### config.mk
export PLATFORM = sky130hd
export DESIGN_NAME = i2cs_byte_flat
export DESIGN_NICKNAME = d
export VERILOG_FILES = /design/src/rtl/i2cs_byte_if.sv /design/src/rtl/i2cs_byte.sv /design/src/flat_wrapper.sv
export SDC_FILE = /design/constraint.sdc
export NUM_CORES = 1
export LEC_CHECK = 0
export CORE_ASPECT_RATIO = 0.9
export CORE_MARGIN = 3
export CORE_UTILIZATION = 30
export DETAILED_ROUTE_END_ITERATION = 16
export GPL_TIMING_DRIVEN = 0
export SYNTH_ARGS = -nofsm -noshare
export SYNTH_HDL_FRONTEND = slang
export SYNTH_SLANG_ARGS = --single-unit
### constraint.sdc
create_clock -name clk -period 1.85 [get_ports clk]
set_input_delay 0.185 -clock clk [delete_from_list [all_inputs] [get_ports clk]]
set_output_delay 0.185 -clock clk [all_outputs]
set_load 0.02 [all_outputs]
### src/rtl/i2cs_byte_if.sv
// Pad-side and byte-side signals of the I2C target byte engine.
// The slave modport is the engine's view; master is the pad/host side driving it.
interface i2cs_byte_if;
    logic       i2c_scl_i;
    logic       i2c_sda_i;
    logic       i2c_sda_o;
    logic       i2c_sda_oe;
    logic [7:0] rx_data;
    logic       rx_valid;
    logic       tx_req;
    logic [7:0] tx_data;
    logic       start_det;
    logic       stop_det;
    logic       busy;

    modport slave (
        input  i2c_scl_i,
        input  i2c_sda_i,
        input  tx_data,
        output i2c_sda_o,
        output i2c_sda_oe,
        output rx_data,
        output rx_valid,
        output tx_req,
        output start_det,
        output stop_det,
        output busy
    );

    modport master (
        output i2c_scl_i,
        output i2c_sda_i,
        output tx_data,
        input  i2c_sda_o,
        input  i2c_sda_oe,
        input  rx_data,
        input  rx_valid,
        input  tx_req,
        input  start_det,
        input  stop_det,
        input  busy
    );
endinterface

### src/rtl/i2cs_byte.sv
// I2C target byte engine: oversampled SCL/SDA, START/STOP detection, 7-bit
// address match, write-byte ACK and read-byte shift-out. No clock stretching.
module i2cs_byte #(
    parameter logic [6:0] SLV_ADDR = 7'h50
) (
    input  logic   clk,
    input  logic   rst,
    i2cs_byte_if.slave bus
);
    localparam logic [2:0] ST_IDLE      = 3'd0;
    localparam logic [2:0] ST_ADDR      = 3'd1;
    localparam logic [2:0] ST_ADDR_ACK  = 3'd2;
    localparam logic [2:0] ST_WRITE     = 3'd3;
    localparam logic [2:0] ST_WRITE_ACK = 3'd4;
    localparam logic [2:0] ST_READ      = 3'd5;
    localparam logic [2:0] ST_READ_ACK  = 3'd6;

    // Line index 0 = SCL, 1 = SDA.
    logic [1:0] pad_in;
    logic [1:0] line_s;
    logic [1:0] line_rise;
    logic [1:0] line_fall;

    assign pad_in = {bus.i2c_sda_i, bus.i2c_scl_i};

    genvar gi;
    generate
        for (gi = 0; gi < 2; gi++) begin : g_sync
            logic s1_q;
            logic s2_q;
            logic dly_q;

            always_ff @(posedge clk) begin
                if (rst) begin
                    s1_q  <= 1'b1;
                    s2_q  <= 1'b1;
                    dly_q <= 1'b1;
                end else begin
                    s1_q  <= pad_in[gi];
                    s2_q  <= s1_q;
                    dly_q <= s2_q;
                end
            end

            assign line_s[gi]    = s2_q;
            assign line_rise[gi] = s2_q & ~dly_q;
            assign line_fall[gi] = ~s2_q & dly_q;
        end
    endgenerate

    // Edges are masked until the pipeline has refilled after reset, so a low
    // line at release cannot masquerade as a START or bus edge.
    logic [1:0] settle_q;
    logic       armed;

    always_ff @(posedge clk) begin
        if (rst) begin
            settle_q <= 2'd0;
        end else if (settle_q != 2'd3) begin
            settle_q <= settle_q + 2'd1;
        end
    end

    assign armed = (settle_q == 2'd3);

    logic scl_rise;
    logic scl_fall;
    logic sda_s;
    logic start_ev;
    logic stop_ev;

    assign scl_rise = armed & line_rise[0];
    assign scl_fall = armed & line_fall[0];
    assign sda_s    = line_s[1];
    assign start_ev = armed & line_fall[1] & line_s[0];
    assign stop_ev  = armed & line_rise[1] & line_s[0];

    logic [2:0] state_q,     state_d;
    logic [3:0] bitcnt_q,    bitcnt_d;
    logic [7:0] shreg_q,     shreg_d;
    logic [6:0] txreg_q,     txreg_d;
    logic       rw_q,        rw_d;
    logic       ack_q,       ack_d;
    logic       sda_oe_q,    sda_oe_d;
    logic       busy_q,      busy_d;
    logic [7:0] rx_data_q,   rx_data_d;
    logic       rx_valid_q,  rx_valid_d;
    logic       tx_req_q,    tx_req_d;
    logic       start_det_q, start_det_d;
    logic       stop_det_q,  stop_det_d;

    always_comb begin
        state_d     = state_q;
        bitcnt_d    = bitcnt_q;
        shreg_d     = shreg_q;
        txreg_d     = txreg_q;
        rw_d        = rw_q;
        ack_d       = ack_q;
        sda_oe_d    = sda_oe_q;
        busy_d      = busy_q;
        rx_data_d   = rx_data_q;
        rx_valid_d  = 1'b0;
        tx_req_d    = 1'b0;
        start_det_d = 1'b0;
        stop_det_d  = 1'b0;

        if (start_ev) begin
            state_d     = ST_ADDR;
            bitcnt_d    = 4'd0;
            sda_oe_d    = 1'b0;
            busy_d      = 1'b0;
            start_det_d = 1'b1;
        end else if (stop_ev) begin
            state_d    = ST_IDLE;
            sda_oe_d   = 1'b0;
            busy_d     = 1'b0;
            stop_det_d = 1'b1;
        end else begin
            case (state_q)
                ST_ADDR, ST_WRITE: begin
                    if (scl_rise) begin
                        shreg_d  = {shreg_q[6:0], sda_s};
                        bitcnt_d = bitcnt_q + 4'd1;
                    end else if (scl_fall && bitcnt_q == 4'd8) begin
                        if (state_q == ST_WRITE) begin
                            rx_data_d  = shreg_q;
                            rx_valid_d = 1'b1;
                            sda_oe_d   = 1'b1;
                            state_d    = ST_WRITE_ACK;
                        end else if (shreg_q[7:1] == SLV_ADDR) begin
                            sda_oe_d = 1'b1;
                            busy_d   = 1'b1;
                            rw_d     = shreg_q[0];
                            state_d  = ST_ADDR_ACK;
                        end else begin
                            state_d = ST_IDLE;
                        end
                    end
                end
                ST_ADDR_ACK: begin
                    if (scl_rise && rw_q) begin
                        tx_req_d = 1'b1;
                    end else if (scl_fall) begin
                        bitcnt_d = 4'd0;
                        if (rw_q) begin
                            txreg_d  = bus.tx_data[6:0];
                            sda_oe_d = ~bus.tx_data[7];
                            state_d  = ST_READ;
                        end else begin
                            sda_oe_d = 1'b0;
                            state_d  = ST_WRITE;
                        end
                    end
                end
                ST_WRITE_ACK: begin
                    if (scl_fall) begin
                        sda_oe_d = 1'b0;
                        bitcnt_d = 4'd0;
                        state_d  = ST_WRITE;
                    end
                end
                ST_READ: begin
                    // Bit 7 went out on entry; each fall presents the next bit.
                    if (scl_fall) begin
                        if (bitcnt_q == 4'd7) begin
                            sda_oe_d = 1'b0;
                            state_d  = ST_READ_ACK;
                        end else begin
                            sda_oe_d = ~txreg_q[6];
                            txreg_d  = {txreg_q[5:0], 1'b0};
                            bitcnt_d = bitcnt_q + 4'd1;
                        end
                    end
                end
                ST_READ_ACK: begin
                    if (scl_rise) begin
                        ack_d    = sda_s;
                        tx_req_d = ~sda_s;
                    end else if (scl_fall) begin
                        if (!ack_q) begin
                            txreg_d  = bus.tx_data[6:0];
                            sda_oe_d = ~bus.tx_data[7];
                            bitcnt_d = 4'd0;
                            state_d  = ST_READ;
                        end else begin
                            busy_d  = 1'b0;
                            state_d = ST_IDLE;
                        end
                    end
                end
                default: begin
                    state_d = ST_IDLE;
                end
            endcase
        end
    end

    always_ff @(posedge clk) begin
        if (rst) begin
            state_q     <= ST_IDLE;
            bitcnt_q    <= 4'd0;
            shreg_q     <= 8'd0;
            txreg_q     <= 7'd0;
            rw_q        <= 1'b0;
            ack_q       <= 1'b1;
            sda_oe_q    <= 1'b0;
            busy_q      <= 1'b0;
            rx_data_q   <= 8'd0;
            rx_valid_q  <= 1'b0;
            tx_req_q    <= 1'b0;
            start_det_q <= 1'b0;
            stop_det_q  <= 1'b0;
        end else begin
            state_q     <= state_d;
            bitcnt_q    <= bitcnt_d;
            shreg_q     <= shreg_d;
            txreg_q     <= txreg_d;
            rw_q        <= rw_d;
            ack_q       <= ack_d;
            sda_oe_q    <= sda_oe_d;
            busy_q      <= busy_d;
            rx_data_q   <= rx_data_d;
            rx_valid_q  <= rx_valid_d;
            tx_req_q    <= tx_req_d;
            start_det_q <= start_det_d;
            stop_det_q  <= stop_det_d;
        end
    end

    assign bus.i2c_sda_o  = 1'b0;
    assign bus.i2c_sda_oe = sda_oe_q;
    assign bus.rx_data    = rx_data_q;
    assign bus.rx_valid   = rx_valid_q;
    assign bus.tx_req     = tx_req_q;
    assign bus.start_det  = start_det_q;
    assign bus.stop_det   = stop_det_q;
    assign bus.busy       = busy_q;
endmodule
### src/flat_wrapper.sv
// flat-port wrapper written by rule: the top's interface ports become plain ports
module i2cs_byte_flat 
#(
    parameter logic [6:0] SLV_ADDR = 7'h50
)
  (clk, rst, bus_i2c_scl_i, bus_i2c_sda_i, bus_tx_data, bus_i2c_sda_o, bus_i2c_sda_oe, bus_rx_data, bus_rx_valid, bus_tx_req, bus_start_det, bus_stop_det, bus_busy);
  i2cs_byte_if bus_i ();
  input  logic clk;
  input  logic rst;
  input wire logic [$bits(bus_i.i2c_scl_i)-1:0] bus_i2c_scl_i;
  input wire logic [$bits(bus_i.i2c_sda_i)-1:0] bus_i2c_sda_i;
  input wire logic [$bits(bus_i.tx_data)-1:0] bus_tx_data;
  output wire logic [$bits(bus_i.i2c_sda_o)-1:0] bus_i2c_sda_o;
  output wire logic [$bits(bus_i.i2c_sda_oe)-1:0] bus_i2c_sda_oe;
  output wire logic [$bits(bus_i.rx_data)-1:0] bus_rx_data;
  output wire logic [$bits(bus_i.rx_valid)-1:0] bus_rx_valid;
  output wire logic [$bits(bus_i.tx_req)-1:0] bus_tx_req;
  output wire logic [$bits(bus_i.start_det)-1:0] bus_start_det;
  output wire logic [$bits(bus_i.stop_det)-1:0] bus_stop_det;
  output wire logic [$bits(bus_i.busy)-1:0] bus_busy;
  assign bus_i.i2c_scl_i = bus_i2c_scl_i;
  assign bus_i.i2c_sda_i = bus_i2c_sda_i;
  assign bus_i.tx_data = bus_tx_data;
  assign bus_i2c_sda_o = bus_i.i2c_sda_o;
  assign bus_i2c_sda_oe = bus_i.i2c_sda_oe;
  assign bus_rx_data = bus_i.rx_data;
  assign bus_rx_valid = bus_i.rx_valid;
  assign bus_tx_req = bus_i.tx_req;
  assign bus_start_det = bus_i.start_det;
  assign bus_stop_det = bus_i.stop_det;
  assign bus_busy = bus_i.busy;
  i2cs_byte #(.SLV_ADDR(SLV_ADDR)) u_core (.clk(clk), .rst(rst), .bus(bus_i));
endmodule
==> reports/summary.log <==
[status] status complete, no violations
[logic_synthesis] largest area contributor in the netlist dfxtp_1
[floorplanning] horizontal extent of the die 97.1 µm
[logic_synthesis] share of flip-flops with an asynchronous set or reset after synthesis 0%
[logic_synthesis] sequential area share after synthesis 41.1%
[route] count of TritonRoute iterations in the first routing pass 4
[critical_path] reg-to-reg critical path startpoint u_core.settle_q[0]
[floorplanning] core region area 7150 µm²
[critical_path] capture instance of the worst register-to-register path u_core.bitcnt_q[2]
[floorplanning] Die Y-Extent 88.0 µm
[worst_hold_path] Hold Crit Depth 1
[timing] unrepaired setup endpoints after global routing true
[critical_path] nature of the critical path endpoint flip-flop
[floorplanning] starting density of the core 31.4%
[route] DRC violations left 0
[logic_synthesis] number of instances in the synthesized netlist 230
[critical_path] worst path cell trace ha_2 -> buf_6 -> nand3b_4 -> o211ai_2 -> nand4_4 -> or4b_4 -> a21oi_2
[layout] relative area change from synthesis to final layout 28.4%
[critical_path] Setup crit start kind flip-flop
[global_route] maximum number of pins on one net before global-route repair 17
[clocking] hold buffer count at cts 0
[critical_path] largest delay contributor family on the critical path simple AND/OR/NAND/NOR gates
[clocking] Num CTS Buffers 5
[timing] worst hold slack after final layout 417 ps
[route] final routed wire length divided by cell count 13.4 µm
[placement] total half-perimeter wirelength after legalization and detailed placement 3500 µm
[clocking] Num Clock Sinks 46
[global_route] Congestion Overflow GR 0
[logic_synthesis] yosys synthesis warning count 0
[worst_hold_path] Min-Delay Endpoint u_core.g_sync[1].s2_q
[clocking] Max H-tree Level 2
[logic_synthesis] syn nets 245
[layout] number of filler instances in the final layout 719
[layout] multi-input gate area in the final layout 1280 µm²
[critical_path] CP Max Fanout 8
[worst_hold_path] Min-Delay Startpoint u_core.g_sync[1].s1_q
[critical_path] slowest CP cell or4b_4
[clocking] clk buf depth 2
[placement] DP Area 2610 µm²
[logic_synthesis] area share of the largest cell type after synthesis 41.1%
[route] vias post-DR 1,760
[floorplanning] cell row count 29
[logic_synthesis] most used flip-flop cell after synthesis dfxtp_1
[route] antenna-violating nets left 0
[clocking] buffer cell driving the clock tree root clkbuf_8
[pwr] maximum VDD drop 0.300 mV
[logic_synthesis] mapped cell area 2240 µm²
[critical_path] endpoint arrival time on the critical path 2070 ps
[floorplanning] IO Count 27
[timing] min cycle time layout 1810 ps
[clocking] clock latency on the worst-skew pair 310 ps
[floorplanning] Die ar. 8550 µm²
[logic_synthesis] Post-Synthesis Mean Instance Area 9.75 µm²
[layout] share of layout cells above drive strength 1 23.0%
[logic_synthesis] Yosys cell types 56
[logic_synthesis] top cells by instance count after synthesis dfxtp_1, nor2_1, mux2i_1
[critical_path] depth of the most critical reg-to-reg path 7
[route] via density per instance 4.80
[critical_path] number of buffer and inverter stages on the critical path 1
[logic_synthesis] most common cell in the synthesized netlist dfxtp_1
[global_route] number of global-route vias before repair 1,674
[critical_path] crit-path max cell delay 510 ps
[route] first-iteration detailed-routing DRC count 69
[clocking] clock-pin slew on the worst setup and hold paths 100 ps
[layout] Antenna Diode Count 0
[pwr] power per unit of standard cell area 673 nW/µm²
[route] wirelength, routed 4900 µm
[global_route] overall global routing resource usage 11.9%
[worst_hold_path] class of the most critical hold timing path flip-flop to flip-flop
[timing] Max Clock Skew 5.45 ps
[placement] Buffers on Ports 25
[logic_synthesis] largest cells by area after synthesis dfxtp_1, mux2i_1, nor2_1, mux2_2, a21oi_1
[critical_path] slack of the worst reg-to-reg path 40 ps
[timing] Max Clock Freq 551 MHz
[placement] last weighted congestion value of the routability-driven placer 0.887
[critical_path] Critical Path RT 2100 ps
[critical_path] path type of the worst setup path flip-flop to flip-flop
[timing] Final Hold Fails 0
[timing] total count of max-transition violations in the final report 0
[logic_synthesis] flip-flop and latch count after synthesis 46
[logic_synthesis] EDFF count, synth 0
[layout] cell area after layout 2880 µm²
[timing] Setup violations, final 0
[global_route] first-pass GRT wire length 8160 µm
[pwr] Leakage 1.18 nW
[run] total of max-cap violations 0
[clocking] CTS tree built
[layout] flip-flop and latch area 925 µm²
[layout] Final nets 288
[global_route] number of antenna violations at the first check in global routing 0
[timing] fraction of the cycle the final worst path needs 98.0%
[layout by cell type, fill, tap and decap left out, types with 2 or more instances in the layout]
master           instances
mux2i_1                 25
or2_2                    5
dfxtp_1                 43
buf_6                    3
nand3b_1                 2
clkdlybuf4s50_1         25
nor2b_1                  6
xor2_1                   3
o21ai_0                  7
mux2_2                   7
and2_1                   2
buf_4                   13
a21oi_2                  2
buf_2                    3
nand2b_1                 6
o21ai_1                  3
clkbuf_8                 5
ha_1                     2
nor3_4                   2
inv_1                    3
nand4b_1                 4
clkbuf_1                 4
o21bai_1                 2
dfxtp_2                  3
nor2_1                  34
nand3_1                  4
nor4b_1                  2
a21oi_1                  8
and3b_1                  2
nand2_1                  6
nand3b_4                 3
[cell type report]
class                      count  area share (%)
inverter                       3           0.391
tap                           93            4.04
clock buffer                   5            2.39
buffer                        13            3.00
clock inverter                 3            1.69
multi-input combinational    168            44.4
timing repair buffer          36            12.0
sequential                    46            32.1
[registers in the layout (all words and copies together) (netlist names)]
name / count
u_core.bus.start_det: 1
u_core.shreg_q: 8
u_core.bus.busy: 1
u_core.state_q: 3
u_core.bus.i2c_sda_oe: 1
u_core.rw_q: 1
u_core.bus.rx_valid: 1
u_core.bus.stop_det: 1
u_core.bitcnt_q: 4
u_core.g_sync.dly_q: 2
u_core.bus.rx_data: 8
u_core.bus.tx_req: 1
u_core.g_sync.s1_q: 2
u_core.g_sync.s2_q: 2
u_core.txreg_q: 7
u_core.settle_q: 2
u_core.ack_q: 1
[layer usage]
| layer | vias to the layer above | track usage [%] | wire length [µm] |
|---|---|---|---|
| met4 | 0 | 4.08 | 74 |
| met1 | 819 | 16.3 | 2440 |
| met5 | - | 0 | 0 |
| met2 | 33 | 18.8 | 2230 |
| met3 | 6 | 2.71 | 162 |
| li1 | 902 | - | - |
[worst register-to-register path, delay by kind of cell, from the launching register on]
family | cells | cell delay, ps
AO/OA/AOI/OAI | 2 | 350
adder cells (fa/ha/maj) | 1 | 170
flip-flops | 1 | 340
buffers and inverters | 1 | 130
AND/OR/NAND/NOR | 3 | 780
[metrics by stage]
stage	TNS (ps)	utilization, %	worst slack [ps]	instances	power (mW)
floorplan	0	-	85.0	230	1.11
global placement	-580	36.5	-81.0	348	1.15
detailed placement	-1110	36.5	-115	348	1.16
CTS	-4.25	38.9	-4.25	360	1.95
global route	-142	40.3	-69.5	367	2.02
finish	0	40.3	36.4	367	1.94
[cells by family after synthesis]
logic type	count (synthesis)	synth area share, %
AND/OR/NAND/NOR	92	25.7
flip-flops	46	41.1
AO/OA/AOI/OAI	37	11.4
multiplexers	32	14.7
buffers and inverters	16	4.07
adder cells (fa/ha/maj)	3	1.67
XOR/XNOR	3	1.17
other	1	0.167
[how the worst max path moves through the flow]
stage,start,end,slack [ps],depth (start not counted)
floorplan,u_core.settle_q[0],u_core.bitcnt_q[2],90,7
global placement,u_core.settle_q[0],u_core.bitcnt_q[2],-80,7
detailed placement,u_core.settle_q[0],u_core.bitcnt_q[2],-120,7
CTS,u_core.settle_q[0],u_core.bitcnt_q[2],-4,7
global route,u_core.settle_q[0],u_core.bitcnt_q[2],-70,7
finish,u_core.settle_q[0],u_core.bitcnt_q[2],40,7
[where the power goes]
part	internal, mW	total [mW]	switching, mW
Sequential	1.01	1.02	0.0113
Combinational	0.0696	0.129	0.0597
Clock	0.412	0.788	0.376
Total	1.49	1.94	0.447
[what timing repair did]
| action | 4_1_cts | 5_1_grt |
|---|---|---|
| setup endpoints to repair | 20 | 29 |
| setup buffers | 4 | 7 |
| pin swaps | 3 | 3 |
| gates resized for setup | 5 | 13 |
Note: power is estimated with default switching activity, not from simulation.
